## config.mk

```make
export PLATFORM = sky130hd
export DESIGN_NAME = mem_store_seq
export DESIGN_NICKNAME = d
export VERILOG_FILES = /design/src/rtl/mem_store_pkg.sv /design/src/rtl/mem_store_seq.sv
export SDC_FILE = /design/constraint.sdc
export NUM_CORES = 1
export LEC_CHECK = 0
export ABC_AREA = 1
export CELL_PAD_IN_SITES_DETAIL_PLACEMENT = 0
export CELL_PAD_IN_SITES_GLOBAL_PLACEMENT = 2
export CORE_MARGIN = 2
export CORE_UTILIZATION = 24
export CTS_CLUSTER_SIZE = 25
export DETAILED_ROUTE_END_ITERATION = 6
export PLACE_DENSITY_LB_ADDON = 0.1
export SLEW_MARGIN = 5
export SYNTH_ARGS = -nofsm -noshare
export SYNTH_HDL_FRONTEND = slang
export SYNTH_SLANG_ARGS = --single-unit
```

## constraint.sdc

```tcl
create_clock -name clk -period 2.5 [get_ports clk]
set_input_delay 0.75 -clock clk [delete_from_list [all_inputs] [get_ports clk]]
set_output_delay 0.75 -clock clk [all_outputs]
set_load 0.05 [all_outputs]
```

## src/rtl/mem_store_pkg.sv

```systemverilog
// Shared types and helpers for the store sequencer: size encodings, FSM states,
// byte-count decode and alignment check.
package mem_store_pkg;

    typedef enum logic [1:0] {
        SZ_BYTE = 2'b00,
        SZ_HALF = 2'b01,
        SZ_WORD = 2'b10
    } store_size_e;

    typedef enum logic [1:0] {
        IDLE  = 2'b00,
        WRITE = 2'b01,
        DONE  = 2'b10,
        ERR   = 2'b11
    } seq_state_e;

    localparam logic [1:0] SZ_ILLEGAL = 2'b11;

    function automatic logic [2:0] byte_count(input logic [1:0] size);
        logic [2:0] cnt;
        case (size)
            SZ_BYTE: cnt = 3'd1;
            SZ_HALF: cnt = 3'd2;
            SZ_WORD: cnt = 3'd4;
            default: cnt = 3'd0;
        endcase
        return cnt;
    endfunction

    // Natural alignment only; the illegal size encoding is rejected separately.
    function automatic logic is_misaligned(input logic [1:0] size, input logic [1:0] addr_lo);
        logic mis;
        case (size)
            SZ_HALF: mis = addr_lo[0];
            SZ_WORD: mis = (addr_lo != 2'b00);
            default: mis = 1'b0;
        endcase
        return mis;
    endfunction

endpackage

```

## src/rtl/mem_store_seq.sv

```systemverilog
// Store sequencer: accepts one byte/half/word store and emits it as consecutive
// little-endian single-byte writes on the memory port.
module mem_store_seq
    import mem_store_pkg::*;
#(
    parameter int AWIDTH = 32,
    parameter int DWIDTH = 32
) (
    input  logic              clk,
    input  logic              rst,
    input  logic              req_valid_i,
    output logic              req_ready_o,
    input  logic [AWIDTH-1:0] req_addr_i,
    input  logic [DWIDTH-1:0] req_data_i,
    input  logic [1:0]        req_size_i,
    output logic [AWIDTH-1:0] mem_addr_o,
    output logic [DWIDTH-1:0] mem_data_o,
    output logic              mem_write_en_o,
    output logic              mem_read_en_o,
    output logic              busy_o,
    output logic              done_o,
    output logic              err_o
);

    seq_state_e        state_q, state_d;
    logic [1:0]        idx_q, idx_d;
    logic [AWIDTH-1:0] addr_q, addr_d;
    logic [DWIDTH-1:0] data_q, data_d;
    logic [2:0]        count_q, count_d;

    logic              hs_s;
    logic              reject_s;
    logic              last_s;
    logic [AWIDTH-1:0] idx_ext_s;
    logic [7:0]        lane_s;

    assign hs_s      = req_valid_i && (state_q == IDLE);
    assign reject_s  = (req_size_i == SZ_ILLEGAL) || is_misaligned(req_size_i, req_addr_i[1:0]);
    assign last_s    = ({1'b0, idx_q} == (count_q - 3'd1));
    assign idx_ext_s = {{(AWIDTH-2){1'b0}}, idx_q};
    assign lane_s    = data_q[{idx_q, 3'b000} +: 8];

    // State and request-capture registers, synchronous reset.
    always_ff @(posedge clk) begin
        if (rst) begin
            state_q <= IDLE;
            idx_q   <= 2'd0;
            addr_q  <= {AWIDTH{1'b0}};
            data_q  <= {DWIDTH{1'b0}};
            count_q <= 3'd0;
        end else begin
            state_q <= state_d;
            idx_q   <= idx_d;
            addr_q  <= addr_d;
            data_q  <= data_d;
            count_q <= count_d;
        end
    end

    // Next-state and byte-index sequencing.
    always_comb begin
        state_d = state_q;
        idx_d   = idx_q;
        case (state_q)
            IDLE: begin
                idx_d = 2'd0;
                if (hs_s) begin
                    if (reject_s) begin
                        state_d = ERR;
                    end else begin
                        state_d = WRITE;
                    end
                end else begin
                    state_d = IDLE;
                end
            end
            WRITE: begin
                if (last_s) begin
                    state_d = DONE;
                    idx_d   = 2'd0;
                end else begin
                    state_d = WRITE;
                    idx_d   = idx_q + 2'd1;
                end
            end
            DONE:    state_d = IDLE;
            ERR:     state_d = IDLE;
            default: state_d = IDLE;
        endcase
    end

    // Request capture happens only on the handshake; inputs are ignored afterwards.
    always_comb begin
        addr_d  = addr_q;
        data_d  = data_q;
        count_d = count_q;
        if (hs_s) begin
            addr_d  = req_addr_i;
            data_d  = req_data_i;
            count_d = byte_count(req_size_i);
        end else begin
            addr_d  = addr_q;
            data_d  = data_q;
            count_d = count_q;
        end
    end

    // Output decode from registered state only; address/data are zero unless writing.
    always_comb begin
        req_ready_o    = 1'b0;
        mem_addr_o     = {AWIDTH{1'b0}};
        mem_data_o     = {DWIDTH{1'b0}};
        mem_write_en_o = 1'b0;
        mem_read_en_o  = 1'b0;
        busy_o         = 1'b0;
        done_o         = 1'b0;
        err_o          = 1'b0;
        case (state_q)
            IDLE: begin
                req_ready_o = 1'b1;
            end
            WRITE: begin
                busy_o         = 1'b1;
                mem_write_en_o = 1'b1;
                mem_addr_o     = addr_q + idx_ext_s;
                mem_data_o     = {{(DWIDTH-8){1'b0}}, lane_s};
            end
            DONE: begin
                busy_o = 1'b1;
                done_o = 1'b1;
            end
            ERR: begin
                busy_o = 1'b1;
                err_o  = 1'b1;
            end
            default: begin
                req_ready_o = 1'b0;
            end
        endcase
    end

endmodule

```

==> results by group, run 1 <==
Run status
  • Status: finished with violations
  • Failing checks: negative setup slack

Power and ir drop
  • Clk network pwr share: 34.8%
  • Internal Power: 2535 uW
  • Seq pwr share: 35.3%
  • Switching power: 1298 uW
  • Switching part of the total: 33.86%
  • VDD IR-drop max: 0.0003069 V
  • Combinational share of power: 29.9%
  • P_leak: 0.002745 uW
  • Pwr dens: 547.0 nW/um^2
  • Final total power: 3833 uW

Setup path
  • Setup CP Type: reg -> out
  • CP Launch Type: register
  • Worst r2r src: state_q[1]$_SDFF_PP0_
  • Crit path capture: mem_addr_o[16]
  • Peak fanout along the critical path: 5
  • Crit path largest cell delay: 0.37 ns
  • WP data required: 1.75 ns
  • Data arrival time of the worst path: 2.03 ns
  • FF-to-FF setup slack: 0.82 ns
  • Crit path capture type: output pin
  • CP cell instances: ha_4, fa_2, nand2_4, nor2_8, nand2_4, nor2_4, a21oi_1, nor2_4, buf_12
  • Worst Reg-to-Reg Cells: 7
  • Slowest stage cell, crit path: fa_2
  • Critical path origin: addr_q[0]$_SDFFE_PP0P_
  • Reg-to-Reg End: data_q[13]$_SDFFE_PP0P_

Place
  • Post-DP HPWL: 11350 um
  • Area after DPL: 6238 um^2
  • RePlAce Congestion: 0.8177
  • Pre-CTS setup slack: -0.05512 ns
  • Port bufs: 113

Logic synthesis
  • Mapped Area: 4184 um^2
  • Syn_area_per_cell: 6.359 um^2
  • Post-synth EDFFs: 0
  • Yosys top cell area share: 33.97%
  • Syn Inst Count: 658
  • Count leader, synth: nor2_1
  • Unique masters post-synth: 28
  • Most used DFF post-synth: dfxtp_1
  • Register bit count reported by yosys: 71
  • Area leader, netlist: dfxtp_1
  • Top cells by area, synth: dfxtp_1, nor2_1, o21ai_0
  • Asr flop ratio synth: 0%
  • Synth Warn #: 0
  • Top cells by count, synth: nor2_1, nand2_1, o21ai_0, dfxtp_1, a21oi_1
  • Register area share after synthesis: 33.97%

Run
  • Total of max-cap violations: 0

Global route
  • Number of global-route vias before repair: 4422
  • GRT Total Usage: 16.39%
  • Initial antenna violation count: 0
  • M3 GR Usage: 3.318%
  • Grt met1 use: 19.85%
  • Largest net degree at the start of global routing: 48
  • GRT Residual Overflow: 0
  • First-pass GRT wire length: 23080 um
  • GR peak layer: met2
  • GR Util met2: 28.11%

STA
  • Final setup fails: 37
  • Normalized max-slew margin: 66.60%
  • Highest clock rate: 359.3 MHz
  • Fin crit period: 2.783 ns
  • Slew @ Worst Pin: 0.5002 ns
  • Fin Hold WS: 0.4605 ns
  • Final Cycle Share: 111.3%
  • Unrepaired setup endpoints after global routing: true
  • Setup WS post-layout: -0.2832 ns
  • Worst Clk Skew: 0.004046 ns
  • Slew Limit Fails: 0
  • Final hold vios: 0

Detailed routing
  • Initial DRC Count: 139
  • Routed len/inst: 14.56 um
  • Total wire length: 14960 um
  • # DRC: 0
  • Via count: 4473
  • Routed Antenna Nets: 0
  • Via density: 4.355
  • DR pass1 iterations: 4

Clock network
  • Root buffer cell: clkbuf_16
  • Cts hold-fix bufs: 0
  • TritonCTS clock tree: done
  • Maximum clock insertion buffer count: 2
  • Worst-skew pair later-pin latency: 0.35 ns
  • H-tree Lvls: 3
  • Sinks on the clock net: 71
  • Total CTS buffers: 9
  • Clock transition at path regs: 0.06 ns

Cells and area
  • Area delta synth->final: 67.49%
  • Nets@finish: 877
  • Share of layout cells above drive strength 1: 27.68%
  • Antenna diodes: 0
  • Design area: 7008 um^2

Floorplanning
  • Num rows: 48
  • Core area: 17180 um^2
  • DIE AREA: 18510 um^2
  • Die Y-Extent: 136.0 um
  • Initial core utilization: 24.36%
  • Boundary Pins: 139
  • Die X: 136.0 um

Min path
  • Worst min path class: reg -> reg
## final cells by class
class	count	area, um^2
clock inverters	3	42.54
clock buffers	12	256.5
flip-flops and latches	71	1443
repair buffers	157	1966
inverters	41	160.2
repair inverters	1	7.507
well taps	225	281.5
fillers	1834	10170
multi-input cells	517	2851
## power groups by stage
stage	Combinational (uW)	Sequential (uW)	Clock, uW
after floorplan	671	1330	0
after global placement	1090	1360	0
after detailed placement	1100	1360	0
after CTS	1140	1350	1370
after global routing	1250	1370	1420
final	1150	1350	1330
## through the flow
| stage | util (%) | TNS [ns] | cells |
|---|---|---|---|
| 5_1_grt | 40.80 | -9.418 | 1027 |
| 6_report | 40.80 | -5.984 | 1027 |
| 2_1_floorplan | - | -0.1540 | 682 |
| 4_1_cts | 39.42 | -7.586 | 1023 |
| 3_5_place_dp | 36.32 | -0.2394 | 1004 |
| 3_3_place_gp | 36.32 | -0.03415 | 1004 |
## what timing repair did
item	in CTS	in global routing
cloned	1	1
setup buffers	4	6
endpoints found under the setup margin	41	41
pin swaps	19	19
gates resized for setup	69	59
## flip-flops by register name, summed over array words and instances, names as in the netlist
register / cells
count_q: 3
state_q: 2
addr_q: 32
data_q: 32
idx_q: 2
## cells in the final DEF (no fill, tap or decap), drive strengths merged
cell type      synthesis  layout
nand3b                 1       1
clkinvlp               0       3
clkinv                 0       1
a2bb2oi                1       1
ha                     9       9
nand3                 17      17
bufinv                 0       1
xor2                   6       6
nor3                   3       3
clkbuf                13      12
a21oi                 45      45
inv                   41      40
fa                     1       1
o21ai                 94      94
nand2                101     101
xnor2                  2       2
nor2                 210     211
dlymetal6s2s           0       1
dfxtp                 71      71
nand4                  1       1
dlygate4sd2            0       1
conb                   1      25
clkdlybuf4s50          0      68
buf                   41      87
## cell families after synthesis
logic type	synth area share, %
AND/OR/NAND/NOR	32.48
AO/OA/AOI/OAI	16.84
flip-flops	33.97
adder cells (fa/ha/maj)	3.170
XOR/XNOR	1.675
buffers and inverters	11.78
other	0.08963
## critical path, delay by kind of cell, from the launching register on
family,cells,cell delay [ns]
flops,1,0.33
fa+ha+maj,2,0.53
buf+inv,1,0.15
simple gates,5,0.45
compound gates,1,0.22
## worst min path at each step
stage	endpoint	depth (start not counted)	slack, ns	start
after floorplan	count_q[1]$_SDFFE_PP0P_	2	0.43	count_q[1]$_SDFFE_PP0P_
after global placement	count_q[1]$_SDFFE_PP0P_	2	0.45	count_q[1]$_SDFFE_PP0P_
after detailed placement	count_q[1]$_SDFFE_PP0P_	2	0.46	count_q[1]$_SDFFE_PP0P_
after CTS	count_q[1]$_SDFFE_PP0P_	2	0.47	count_q[1]$_SDFFE_PP0P_
after global routing	count_q[1]$_SDFFE_PP0P_	2	0.49	count_q[1]$_SDFFE_PP0P_
final	count_q[1]$_SDFFE_PP0P_	2	0.46	count_q[1]$_SDFFE_PP0P_
## metal layers
layer / wire length (um) / vias to the layer above
met5: 0 / -
met4: 355 / 0
met3: 640 / 19
met2: 7463 / 92
met1: 6495 / 2038
li1: - / 2324
Power figures use the tool's default switching activity.
==> run 2: changes to the inputs <==
--- a/config.mk
+++ b/config.mk
@@ -8,7 +8,6 @@
 export ABC_AREA = 1
 export CELL_PAD_IN_SITES_DETAIL_PLACEMENT = 0
 export CELL_PAD_IN_SITES_GLOBAL_PLACEMENT = 2
-export CORE_MARGIN = 2
 export CORE_UTILIZATION = 24
 export CTS_CLUSTER_SIZE = 25
 export DETAILED_ROUTE_END_ITERATION = 6
==> results by group, run 2 (synthesized netlist as in run 1, its figures left out) <==
Run status
  • Status: finished with violations
  • Failing checks: negative setup slack

STA
  • Setup TNS: -6.369 ns (-0.3851 ns)
  • Final Cycle Share: 113.2% (+1.9 points)
  • Worst Clk Skew: 0.003235 ns (-0.0008113 ns)
  • Highest clock rate: 353.4 MHz (-1.6%)
  • Fin crit period: 2.830 ns (+0.04652 ns)
  • Normalized max-slew margin: 66.47% (-0.13 points)
  • Unrepaired setup endpoints after global routing: true
  • Setup WS post-layout: -0.3297 ns (-0.04652 ns)
  • Final hold vios: 0 (unchanged)
  • Slew Limit Fails: 0 (unchanged)
  • Slew @ Worst Pin: 0.5021 ns (+0.001965 ns)
  • Final setup fails: 38 (+2.7%)

Setup path
  • Slowest stage cell, crit path: fa_2
  • FF-to-FF setup slack: 0.92 ns (+0.10 ns)
  • Worst r2r src: state_q[1]$_SDFF_PP0_
  • CP Launch Type: register
  • Crit path capture type: output pin
  • Peak fanout along the critical path: 6 (+1)
  • Data arrival time of the worst path: 2.08 ns (+0.05 ns)
  • Reg-to-Reg End: addr_q[16]$_SDFFE_PP0P_
  • WP data required: 1.75 ns (about the same)
  • CP cell instances: ha_4, fa_2, nand2_4, nor2_8, nand2_4, nor2_4, buf_4, buf_4, a21oi_4, buf_12
  • Crit path largest cell delay: 0.42 ns (+0.05 ns)
  • Worst Reg-to-Reg Cells: 6 (-1)
  • Critical path origin: addr_q[0]$_SDFFE_PP0P_
  • Setup CP Type: reg -> out

Global route
  • Largest net degree at the start of global routing: 56 (+17%)
  • GRT Residual Overflow: 0 (unchanged)
  • Initial antenna violation count: 0 (unchanged)
  • First-pass GRT wire length: 22430 um (-2.8%)
  • GRT Total Usage: 16.26% (-0.13 points)
  • Number of global-route vias before repair: 4426 (+0.090%)

Cells and area
  • Final core utilization: 41.50% (+0.70 points)
  • Share of layout cells above drive strength 1: 27.10% (-0.58 points)
  • Commonest non-fill, non-tap cell in the layout: nor2_1
  • Area delta synth->final: 66.84%
  • Largest regs: addr_q: 32 flops, data_q: 32 flops, count_q: 3 flops
  • Antenna diodes: 0 (unchanged)
  • Most frequent cells in the layout: nor2_1, o21ai_0, nand2_1
  • Nets@finish: 872 (-0.57%)
  • Fillers: 1784 (-2.7%)

Power and ir drop
  • Switching power: 1292 uW (-0.48%)
  • Pwr dens: 562.0 nW/um^2 (+2.8%)
  • VDD IR-drop max: 0.0003006 V (-2.0%)
  • Combinational share of power: 28.7% (-1.2 points)
  • Seq pwr share: 34.4% (-0.9 points)
  • Internal Power: 2632 uW (+3.8%)
  • P_leak: 0.002742 uW (about the same)
  • Clk network pwr share: 36.8% (+2.0 points)
  • Switching part of the total: 32.92% (-0.94 points)

Min path
  • Worst min path class: reg -> reg
  • Hold Path Stages: 2 (unchanged)
  • Hold Crit Endpoint: count_q[1]$_SDFFE_PP0P_
  • Hold path start: count_q[1]$_SDFFE_PP0P_

Clock network
  • H-tree Lvls: 3 (unchanged)
  • Clock transition at path regs: 0.06 ns (about the same)
  • Maximum clock insertion buffer count: 2 (unchanged)
  • Sinks on the clock net: 71 (unchanged)
  • Root buffer cell: clkbuf_16
  • TritonCTS clock tree: done
  • Total CTS buffers: 9 (unchanged)
  • Cts hold-fix bufs: 0 (unchanged)
  • Worst-skew pair later-pin latency: 0.34 ns (about the same)

Place
  • Pre-CTS setup slack: -0.06945 ns (-0.01433 ns)
  • Post-DP HPWL: 10810 um (-4.7%)
  • RePlAce Congestion: 0.8025 (-1.9%)
  • Port bufs: 113 (unchanged)

Detailed routing
  • Total wire length: 14260 um (-4.6%)
  • # DRC: 0 (unchanged)
  • Routed Antenna Nets: 0 (unchanged)
  • Via count: 4479 (+0.13%)
  • Initial DRC Count: 152 (+9.4%)
  • Routed len/inst: 14.02 um (-3.7%)
  • DR pass1 iterations: 4 (unchanged)
  • Via density: 4.404 (+1.1%)

Floorplanning
  • Die Y-Extent: 134.0 um (-1.5%)
  • Die X: 134.0 um (-1.5%)
  • Core area: 16820 um^2 (-2.1%)
  • Initial core utilization: 24.88% (+0.52 points)
  • DIE AREA: 17970 um^2 (-2.9%)
  • Boundary Pins: 139 (unchanged)
  • Num rows: 47 (-2.1%)

Run
  • Total of max-cap violations: 0 (unchanged)
run 2: repair_timing:
action,4_1_cts,5_1_grt
pin swaps,29,23
endpoints found under the hold margin,0,0
resized for setup,81,40
setup endpoints to repair,39,41
buffers inserted,6,4
run 2: worst max-delay path: cells and delay by family, from the launching register on:
family | cells | cell delay (ns)
AOI/OAI and AO/OA | 1 | 0.13
adders and majority gates | 2 | 0.58
buffers and inverters | 3 | 0.41
DFF | 1 | 0.33
and+or+nand+nor | 4 | 0.28
run 2: worst max path at each step:
stage,to,slack [ns],cells after the start
detailed placement,mem_addr_o[14],-0.07,10
global placement,mem_addr_o[28],-0.02,11
finish,mem_addr_o[14],-0.33,10
CTS,mem_addr_o[16],-0.31,10
global route,mem_addr_o[14],-0.40,10
floorplan,mem_addr_o[10],-0.13,7
run 2: metrics by stage:
| stage | instances | instance area [um^2] | hold slack, ns | power, uW |
|---|---|---|---|---|
| after detailed placement | 994 | 6195 | 0.4508 | 2453 |
| after floorplan | 682 | 4399 | 0.4331 | 2006 |
| after CTS | 1013 | 6812 | 0.4595 | 3956 |
| after global placement | 994 | 6195 | 0.4503 | 2445 |
| after global routing | 1017 | 6980 | 0.4844 | 4125 |
| final | 1017 | 6980 | 0.4586 | 3923 |
run 2: layout make-up:
cell class	count	area (um^2)	share of cell area [%]
well taps	220	275.3	3.943
inverters	41	158.9	2.276
flip-flops and latches	71	1439	20.61
clock buffers	11	252.7	3.621
multi-input cells	516	2830	40.54
clock inverters	4	77.57	1.111
repair buffers	154	1947	27.89
run 2: power groups by stage:
stage	clock network (uW)	registers, uW	logic, uW
2_1_floorplan	0	1330	671
3_3_place_gp	0	1360	1080
3_5_place_dp	0	1360	1090
4_1_cts	1490	1350	1120
5_1_grt	1530	1370	1230
6_report	1440	1350	1130
run 2: metal layers:
layer  vias up  part of all wire [%]  global-route usage, %
li1       2307                     -                      -
met5         -                     0                      0
met2       114                    50                  28.99
met1      2046                    44                  19.05
met4         0                   1.2                  3.995
met3        12                   4.9                  4.649
==> run 3: changes to the inputs <==
--- a/config.mk
+++ b/config.mk
@@ -9,7 +9,7 @@
 export CELL_PAD_IN_SITES_DETAIL_PLACEMENT = 0
 export CELL_PAD_IN_SITES_GLOBAL_PLACEMENT = 2
 export CORE_UTILIZATION = 24
-export CTS_CLUSTER_SIZE = 25
+export CTS_CLUSTER_SIZE = 28
 export DETAILED_ROUTE_END_ITERATION = 6
 export PLACE_DENSITY_LB_ADDON = 0.1
 export SLEW_MARGIN = 5
==> results of run 3 <==
Same layout as run 2: the final DEF is identical, and so are final timing and power.
